**config.mk**
```make
export PLATFORM = sky130hd
export DESIGN_NAME = execute_stage_muldiv
export DESIGN_NICKNAME = d
export VERILOG_FILES = /design/src/rtl/execute_stage_muldiv.sv
export SDC_FILE = /design/constraint.sdc
export NUM_CORES = 2
export LEC_CHECK = 0
export ABC_AREA = 1
export CAP_MARGIN = 10
export CORE_UTILIZATION = 27
export CTS_BUF_LIST = sky130_fd_sc_hd__clkbuf_8
export DETAILED_ROUTE_END_ITERATION = 10
export DONT_BUFFER_PORTS = 1
export GPL_ROUTABILITY_DRIVEN = 0
export PLACE_DENSITY = 0.45
export REMOVE_ABC_BUFFERS = 1
export SLEW_MARGIN = 10
export SYNTH_ARGS = -nofsm -noshare
export SYNTH_HDL_FRONTEND = slang
export SYNTH_SLANG_ARGS = --single-unit
```
**constraint.sdc**
```tcl
create_clock -name clk -period 11.1 [get_ports clk]
set_input_delay 1.665 -clock clk [delete_from_list [all_inputs] [get_ports clk]]
set_output_delay 1.665 -clock clk [all_outputs]
set_load 0.05 [all_outputs]
```
**src/rtl/execute_stage_muldiv.sv**
```systemverilog
// Execute stage with an EX/MEM pipeline register.
//   - operand forwarding, ALU, RISC-V branch compare and PC redirect
//   - iterative radix-2 multiply / restoring divide (M extension)
//   - stall request to the hazard unit while the mul/div unit is busy
//   - flush and bubble insertion into the M stage
//
// Ports:
//   clk, rst (async, active low)
//   ValidE, FlushE                 E-stage valid / kill
//   RegWriteE, MemWriteE, BranchE, JumpE, ResultSrcE, ALUControlE,
//   MulDivE, MulDivOpE, BranchOpE, ALUSrcAE, ALUSrcBE,
//   ForwardAE, ForwardBE           decoded controls and forward selects
//   RD1E, RD2E, PCE, ImmExtE, PCPlus4E, ResultW, RdE   operands
//   StallE                         holds IF/ID/EX while mul/div is busy
//   PCSrcE, PCTargetE              fetch redirect
//   RegWriteM, MemWriteM, ResultSrcM, ALUResultM, WriteDataM,
//   PCPlus4M, RdM                  registered M-stage outputs
//
// Mul/div FSM:
//   state | meaning
//   IDLE  | no operation in flight; a mul/div in E is latched and started
//   BUSY  | one shift-add / restoring-subtract step per cycle
//   DONE  | last step done combinationally, result offered to M

module execute_stage_muldiv #(
    parameter int XLEN = 32,
    parameter int REGW = 5,
    parameter int CNTW = $clog2(XLEN) + 1
) (
    input  logic            clk,
    input  logic            rst,
    input  logic            ValidE,
    input  logic            FlushE,
    input  logic            RegWriteE,
    input  logic            MemWriteE,
    input  logic            BranchE,
    input  logic            JumpE,
    input  logic [1:0]      ResultSrcE,
    input  logic [3:0]      ALUControlE,
    input  logic            MulDivE,
    input  logic [2:0]      MulDivOpE,
    input  logic [2:0]      BranchOpE,
    input  logic [1:0]      ALUSrcAE,
    input  logic [1:0]      ALUSrcBE,
    input  logic [1:0]      ForwardAE,
    input  logic [1:0]      ForwardBE,
    input  logic [XLEN-1:0] RD1E,
    input  logic [XLEN-1:0] RD2E,
    input  logic [XLEN-1:0] PCE,
    input  logic [XLEN-1:0] ImmExtE,
    input  logic [XLEN-1:0] PCPlus4E,
    input  logic [XLEN-1:0] ResultW,
    input  logic [REGW-1:0] RdE,
    output logic            StallE,
    output logic            PCSrcE,
    output logic [XLEN-1:0] PCTargetE,
    output logic            RegWriteM,
    output logic            MemWriteM,
    output logic [1:0]      ResultSrcM,
    output logic [XLEN-1:0] ALUResultM,
    output logic [XLEN-1:0] WriteDataM,
    output logic [XLEN-1:0] PCPlus4M,
    output logic [REGW-1:0] RdM
);

    localparam int SHW = $clog2(XLEN);
    localparam logic [1:0] IDLE = 2'd0;
    localparam logic [1:0] BUSY = 2'd1;
    localparam logic [1:0] DONE = 2'd2;

    logic [XLEN-1:0] fwdA, fwdB, srcA, srcB, aluResult, mdResult, eResult;
    logic [SHW-1:0]  shamt;
    logic            cond, start, bubble;

    always_comb begin
        case (ForwardAE)
            2'b01:   fwdA = ResultW;
            2'b10:   fwdA = ALUResultM;
            default: fwdA = RD1E;
        endcase
        case (ForwardBE)
            2'b01:   fwdB = ResultW;
            2'b10:   fwdB = ALUResultM;
            default: fwdB = RD2E;
        endcase
        case (ALUSrcAE)
            2'b01:   srcA = '0;
            2'b10:   srcA = PCE;
            default: srcA = fwdA;
        endcase
        case (ALUSrcBE)
            2'b00:   srcB = fwdB;
            2'b10:   srcB = PCTargetE;
            default: srcB = ImmExtE;
        endcase
    end

    assign shamt     = srcB[SHW-1:0];
    assign PCTargetE = PCE + ImmExtE;

    always_comb begin
        aluResult = '0;
        case (ALUControlE)
            4'd0: aluResult = srcA + srcB;
            4'd1: aluResult = srcA - srcB;
            4'd2: aluResult = srcA & srcB;
            4'd3: aluResult = srcA | srcB;
            4'd4: aluResult = srcA ^ srcB;
            4'd5: aluResult = {{(XLEN-1){1'b0}}, ($signed(srcA) < $signed(srcB))};
            4'd6: aluResult = {{(XLEN-1){1'b0}}, (srcA < srcB)};
            4'd7: aluResult = srcA << shamt;
            4'd8: aluResult = srcA >> shamt;
            4'd9: aluResult = $signed(srcA) >>> shamt;
            default: aluResult = '0;
        endcase
    end

    always_comb begin
        cond = 1'b0;
        case (BranchOpE)
            3'b000:  cond = (fwdA == fwdB);
            3'b001:  cond = (fwdA != fwdB);
            3'b100:  cond = ($signed(fwdA) <  $signed(fwdB));
            3'b101:  cond = ($signed(fwdA) >= $signed(fwdB));
            3'b110:  cond = (fwdA <  fwdB);
            3'b111:  cond = (fwdA >= fwdB);
            default: cond = 1'b0;
        endcase
    end

    assign PCSrcE = ValidE & ~FlushE & (JumpE | (BranchE & cond));

    // Mul/div unit: works on magnitudes, signs are applied to the result.
    // hi/lo are the product halves for multiply, remainder/quotient for divide.
    logic [1:0]      state, stateNext;
    logic [CNTW-1:0] cnt;
    logic [XLEN-1:0] hi, lo, mag;
    logic [2:0]      opLat;
    logic            negRes, negRem, divZero;

    logic            aSigned, bSigned, negA, negB;
    logic [XLEN-1:0] magA, magB;

    assign aSigned = (MulDivOpE == 3'b001) | (MulDivOpE == 3'b010) |
                     (MulDivOpE == 3'b100) | (MulDivOpE == 3'b110);
    assign bSigned = (MulDivOpE == 3'b001) | (MulDivOpE == 3'b100) |
                     (MulDivOpE == 3'b110);
    assign negA    = aSigned & fwdA[XLEN-1];
    assign negB    = bSigned & fwdB[XLEN-1];
    assign magA    = negA ? -fwdA : fwdA;
    assign magB    = negB ? -fwdB : fwdB;
    assign start   = (state == IDLE) & ValidE & MulDivE & ~FlushE;

    logic [XLEN:0]   addT, divShift, divDiff;
    logic [XLEN-1:0] hiStep, loStep;

    always_comb begin
        addT     = lo[0] ? ({1'b0, hi} + {1'b0, mag}) : {1'b0, hi};
        divShift = {hi, lo[XLEN-1]};
        divDiff  = divShift - {1'b0, mag};
        if (opLat[2]) begin
            // A clear top bit means no borrow: the divisor fits, quotient bit 1.
            if (!divDiff[XLEN]) begin
                hiStep = divDiff[XLEN-1:0];
                loStep = {lo[XLEN-2:0], 1'b1};
            end else begin
                hiStep = divShift[XLEN-1:0];
                loStep = {lo[XLEN-2:0], 1'b0};
            end
        end else begin
            hiStep = addT[XLEN:1];
            loStep = {addT[0], lo[XLEN-1:1]};
        end
    end

    // The final step is not registered: DONE uses the step output directly,
    // so XLEN-1 registered steps plus this one give the full XLEN iterations.
    logic [2*XLEN-1:0] prod, prodS;
    logic [XLEN-1:0]   quo, remRes;

    always_comb begin
        prod     = {hiStep, loStep};
        prodS    = negRes ? -prod : prod;
        quo      = negRes ? -loStep : loStep;
        remRes   = negRem ? -hiStep : hiStep;
        mdResult = '0;
        case (opLat)
            3'b000:                mdResult = prodS[XLEN-1:0];
            3'b001, 3'b010, 3'b011: mdResult = prodS[2*XLEN-1:XLEN];
            3'b100, 3'b101:        mdResult = divZero ? '1 : quo;
            default:               mdResult = remRes;
        endcase
    end

    always_comb begin
        stateNext = state;
        case (state)
            IDLE: if (start) stateNext = BUSY;
            BUSY: begin
                if (FlushE)                 stateNext = IDLE;
                else if (cnt == CNTW'(2))   stateNext = DONE;
            end
            DONE:    stateNext = IDLE;
            default: stateNext = IDLE;
        endcase
    end

    always_ff @(posedge clk or negedge rst) begin
        if (!rst) begin
            state   <= IDLE;
            cnt     <= '0;
            hi      <= '0;
            lo      <= '0;
            mag     <= '0;
            opLat   <= '0;
            negRes  <= 1'b0;
            negRem  <= 1'b0;
            divZero <= 1'b0;
        end else begin
            state <= stateNext;
            if (start) begin
                cnt     <= CNTW'(XLEN);
                hi      <= '0;
                lo      <= magA;
                mag     <= magB;
                opLat   <= MulDivOpE;
                negRes  <= negA ^ negB;
                negRem  <= negA;
                divZero <= (fwdB == '0);
            end else if (state == BUSY) begin
                cnt <= cnt - CNTW'(1);
                hi  <= hiStep;
                lo  <= loStep;
            end
        end
    end

    // rst gates the start term so no stall is requested while held in reset.
    assign StallE = rst & ~FlushE & (start | (state == BUSY));

    assign bubble  = ~ValidE | FlushE | StallE;
    assign eResult = MulDivE ? mdResult : aluResult;

    always_ff @(posedge clk or negedge rst) begin
        if (!rst) begin
            RegWriteM  <= 1'b0;
            MemWriteM  <= 1'b0;
            ResultSrcM <= '0;
            ALUResultM <= '0;
            WriteDataM <= '0;
            PCPlus4M   <= '0;
            RdM        <= '0;
        end else if (bubble) begin
            RegWriteM  <= 1'b0;
            MemWriteM  <= 1'b0;
            ResultSrcM <= '0;
            ALUResultM <= '0;
            WriteDataM <= '0;
            PCPlus4M   <= '0;
            RdM        <= '0;
        end else begin
            RegWriteM  <= RegWriteE;
            MemWriteM  <= MemWriteE;
            ResultSrcM <= ResultSrcE;
            ALUResultM <= eResult;
            WriteDataM <= fwdB;
            PCPlus4M   <= PCPlus4E;
            RdM        <= RdE;
        end
    end

endmodule

```
==> summary by stage <==
Clock network
Post-CTS timing repair inserted 0 buffers for setup. The tree is rooted in a sky130_fd_sc_hd__clkbuf_8. TritonCTS created between 40 and 50 clock buffers.

In this run, post-CTS repair resized a total of 0 instances. Counting along the longest clock path gives a buffer depth of 3. After clock tree synthesis, the clock-pin slew on the worst setup and hold paths is 0.06 ns. The clock reaches the later pin of the worst-skew pair after 0.66 ns. The number of H-tree levels is 2. TritonCTS built the clock tree. The clock net in this run drives a total of ~220 sinks.

In this run, post-CTS hold repair placed 0 buffers.

Logic synthesis
The number of storage elements in the synthesis netlist is about 220. The most used flip-flop cell after synthesis is sky130_fd_sc_hd__dfrtp_1. The count of different cell masters after synthesis is 73.

The number of flops mapped to enable cells by yosys is 0. The instance count of the mapped netlist is ~5500. The total standard cell area after synthesis is 32000 um^2. Yosys printed 0 warnings. A synthesized cell averages about 5.8 um^2. In the post-synthesis netlist, the biggest area contributors are sky130_fd_sc_hd__dfrtp_1 (17%), sky130_fd_sc_hd__nand2_1 (16%), sky130_fd_sc_hd__ha_1 (9.2%). The portion of the post-synthesis area used by sequential elements is around 17%. The largest total area in the synthesized netlist belongs to sky130_fd_sc_hd__dfrtp_1. For this run, asynchronously set or reset flops after synthesis account for 100%. The share of synthesized area in the top cell type comes to between 15 and 20%.

Routing
Dividing the detail-routed via count by the number of cells gives 5.46. The post-detailed-routing wire length is about 170 mm. Summing over every cut layer, the via total after detailed routing is between 30000 and 40000.

After detailed routing, the number of remaining DRC violations is 0. The first detailed-routing pass took 8 iterations. The mean routed wirelength per cell is approximately 25 um.

The detail route stage leaves a number of antenna-violating nets equal to 0. After the first detailed-routing iteration, the DRC count stood at roughly 4100.

Die
The height of the die is approximately 350 um. The die footprint is approximately 120000 um^2. The initial core utilization is roughly 27%. approximately 370 I/O pins were placed. The floorplan step defined a core boundary enclosing roughly 120000 um^2.

The die width is around 350 um. The initialized floorplan defines ~130 standard-cell rows.

Worst setup path
The slowest cell on the critical path is sky130_fd_sc_hd__a211oi_1. For the worst setup path, the data required time is about 9.4 ns. The worst reg-to-reg setup slack is 4.79 ns.

The type of destination of the critical path is an output pin. The critical path in this run is classified as primary input to output pin. The largest single stage delay on the critical path is 0.81 ns. Counting cells, the worst reg-to-reg path comes to 33. The endpoint identified for the worst register-to-register timing path is ALUResultM[30]$_DFF_PN0_. Tracing the worst setup path back leads to its startpoint at ForwardBE[0]. The arrival time of the worst setup path is around 7 ns.

The buffering stage count on the worst path with inverters included is 3. The critical path endpoint is PCSrcE. The critical path launch point type is a primary input. The largest delay contributor family on the critical path is compound AO/OA/AOI/OAI gates. Of all nets on the critical path, the largest fanout is 42. The cell count along the critical path is 17. The beginning of the worst register-to-register path is lo[31]$_DFFE_PN0N_. The cell occurring most often along the worst timing path is sky130_fd_sc_hd__nand4_1. Walking the worst path, the cells encountered are inv_1 -> ha_2 -> inv_2 -> o21ai_1 -> ha_1 -> nand2_1 -> nor2_1 -> nand4_1 -> a21oi_1 -> a211oi_1 -> a21boi_0 -> nand4_1 -> o211ai_1 -> inv_1 -> nand4_1 -> a21oi_1 -> nor2_1.

STA
The final number of setup-violating endpoints is 0. Of the available clock period, the critical path in the final layout requires between 70% and 80%. The count of final max-slew check failures is 0. On the final layout, the worst hold slack is 0.490 ns. The final-report hold violation count is 0. The worst setup margin is about 2.3 ns.

The slew at the pin closest to its max-slew limit is ~1.3 ns. Setup repair after global routing left no endpoint under its margin. On the final layout, the worst clock skew is just over 0.03 ns.

The fmax is 114 MHz. Measured against its own limit, the worst slew margin works out to 11.4%. Subtracting the final worst setup slack from the clock period gives between 8 and 9 ns. The total negative slack is 0 ns.

Run
Across the run, the number of max-cap violations was 0.

Pwr
The net switching component of the power is roughly 4.7 mW. The internal portion of the total power is 3.09 mW. IR analysis of the VDD net gives a maximum drop of roughly 120 uV.

For this design the ratio of total power to cell area is roughly 230 nW/um^2. The share of total power dissipated in the clock network is between 10% and 20%. The design draws about 7.8 mW. Net switching is approximately three fifths of the power.

The leakage dissipation is 17.0 nW. Combinational logic is responsible for between 70% and 80% of the overall power. Sequential cells burn approximately 16% of the power.

Place
The count of buffers inserted at the top-level ports is 0. The placed cell area is approximately 33000 um^2. The total instance count after detailed placement is between 6000 and 7000. Prior to clock tree synthesis, the placed netlist has a worst setup slack of about 2.4 ns.

The post-detailed-placement half-perimeter wirelength is approximately 140 mm.

Global route
The first global-routing pass estimated ~250 mm of wire. Global routing consumed, over all layers together, a little over a quarter of the routing resources. The maximum number of pins on one net before global-route repair is about 220. The initial antenna violation count is 22. The number of global-route vias before repair is approximately 36000. The total global routing overflow is 0.

Finish
Once layout is done, the placed cells without fillers occupy about 34000 um^2. The net count of the finished layout is about 5800. Cells fill slightly below 30% of the core in the end.

The filler-free cell count of the finished design is 6922. Cells with a size suffix above 1 make up 6.15% of the layout. From synthesis to final layout, the design area changed by 7.55%.

Run status
The flow ran to the end, and the final reports show no timing, DRC or antenna violations.

Hold path
The worst hold path belongs to the class flip-flop to flip-flop.
-- cell families (layout without fill, tap and decap cells) --
logic type | after synthesis | in the layout | synth area share [%]
and+or+nand+nor | 2605 | 2605 | 34.9
AOI/OAI and AO/OA | 1261 | 1261 | 22.7
buffers and inverters | 1020 | 931 | 12.5
adders and majority gates | 240 | 240 | 9.50
DFF | 215 | 215 | 16.8
xor gates and xnor gates | 120 | 120 | 3.28
muxes | 12 | 12 | 0.375
other | 0 | 14 | 0
-- registers in the layout, summed over array words and instances (netlist names) --
register    count
RdM             5
mag            32
hi             32
negRes          1
ResultSrcM      2
MemWriteM       1
ALUResultM     32
cnt             6
PCPlus4M       32
RegWriteM       1
state           2
opLat           3
WriteDataM     32
lo             32
negRem          1
divZero         1
-- worst reg2reg max path: cells and delay by family, from the launching register on --
kind / cells / cell delay, ns
adders and majority gates: 3 / 0.81
buffers and inverters: 4 / 0.59
and+or+nand+nor: 25 / 4.03
DFF: 1 / 0.35
AOI/OAI and AO/OA: 1 / 0.42
-- power by group through the flow --
stage	logic, mW	registers, mW	clock network [mW]
floorplan	3.81	1.20	0
global placement	5.48	1.27	0
finish	5.61	1.26	0.943
detailed placement	5.49	1.27	0
CTS	5.52	1.26	0.975
global route	6.17	1.29	0.998
-- layer usage --
layer / wire length [um] / track usage, % / vias to the layer above
met1: 67900 / 33.1 / 17868
met4: 8350 / 12.0 / 28
met5: 185 / 0 / -
met3: 13500 / 5.53 / 398
li1: - / - / 17767
met2: 81300 / 47.0 / 1740
-- cell usage after synthesis (all sizes together), types with 39 or more instances --
library cell	count
xnor2	51
nand2	1428
buf	83
a31oi	45
ha	235
nand3	386
a21oi	382
clkbuf	147
o22ai	86
o21ai	553
inv	785
nor3	63
nand4	62
xor2	69
dfrtp	215
nor2	592
o211ai	39
-- how the worst min path moves through the flow --
| stage | end | depth (start not counted) | start |
|---|---|---|---|
| floorplan | opLat[0]$_DFFE_PN0P_ | 2 | opLat[0]$_DFFE_PN0P_ |
| global placement | opLat[0]$_DFFE_PN0P_ | 2 | opLat[0]$_DFFE_PN0P_ |
| detailed placement | opLat[0]$_DFFE_PN0P_ | 2 | opLat[0]$_DFFE_PN0P_ |
| CTS | opLat[0]$_DFFE_PN0P_ | 2 | opLat[0]$_DFFE_PN0P_ |
| global route | cnt[5]$_DFFE_PN0N_ | 1 | cnt[5]$_DFFE_PN0N_ |
| finish | opLat[0]$_DFFE_PN0P_ | 2 | opLat[0]$_DFFE_PN0P_ |
-- layout by cell type, fill, tap and decap left out, types with 9 or more instances in the layout --
| master | count |
|---|---|
| sky130_fd_sc_hd__a221oi_1 | 24 |
| sky130_fd_sc_hd__a21oi_1 | 375 |
| sky130_fd_sc_hd__nand3b_1 | 18 |
| sky130_fd_sc_hd__o2111ai_1 | 9 |
| sky130_fd_sc_hd__nor2_2 | 24 |
| sky130_fd_sc_hd__o22ai_1 | 85 |
| sky130_fd_sc_hd__buf_4 | 67 |
| sky130_fd_sc_hd__nand3_1 | 357 |
| sky130_fd_sc_hd__inv_2 | 20 |
| sky130_fd_sc_hd__nor4_1 | 11 |
| sky130_fd_sc_hd__o211ai_1 | 39 |
| sky130_fd_sc_hd__xor2_1 | 69 |
| sky130_fd_sc_hd__ha_1 | 231 |
| sky130_fd_sc_hd__diode_2 | 14 |
| sky130_fd_sc_hd__a21o_1 | 12 |
| sky130_fd_sc_hd__a221o_1 | 22 |
| sky130_fd_sc_hd__nand2_2 | 34 |
| sky130_fd_sc_hd__nand4_1 | 61 |
| sky130_fd_sc_hd__clkbuf_8 | 53 |
| sky130_fd_sc_hd__inv_1 | 772 |
| sky130_fd_sc_hd__o21ai_0 | 447 |
| sky130_fd_sc_hd__o221ai_1 | 13 |
| sky130_fd_sc_hd__o31ai_1 | 9 |
| sky130_fd_sc_hd__xnor2_1 | 51 |
| sky130_fd_sc_hd__nand3_2 | 26 |
| sky130_fd_sc_hd__a31oi_1 | 45 |
| sky130_fd_sc_hd__nand2_1 | 1387 |
| sky130_fd_sc_hd__mux2i_1 | 12 |
| sky130_fd_sc_hd__nor2_1 | 559 |
| sky130_fd_sc_hd__o21bai_1 | 19 |
| sky130_fd_sc_hd__nor3_1 | 54 |
| sky130_fd_sc_hd__or2_2 | 30 |
| sky130_fd_sc_hd__o21ai_1 | 90 |
| sky130_fd_sc_hd__o21a_1 | 16 |
| sky130_fd_sc_hd__dfrtp_1 | 213 |
| sky130_fd_sc_hd__o21ai_2 | 11 |
-- layout make-up --
class / count / area (um^2)
antenna: 14 / 35.0
clock buffer: 53 / 729
clock inverter: 21 / 203
fill: 13314 / 82400
inverter: 790 / 2970
multi-input combinational: 4238 / 22700
sequential: 215 / 5390
tap: 1524 / 1910
timing repair buffer: 67 / 503
Note: power is estimated with default switching activity, not from simulation.
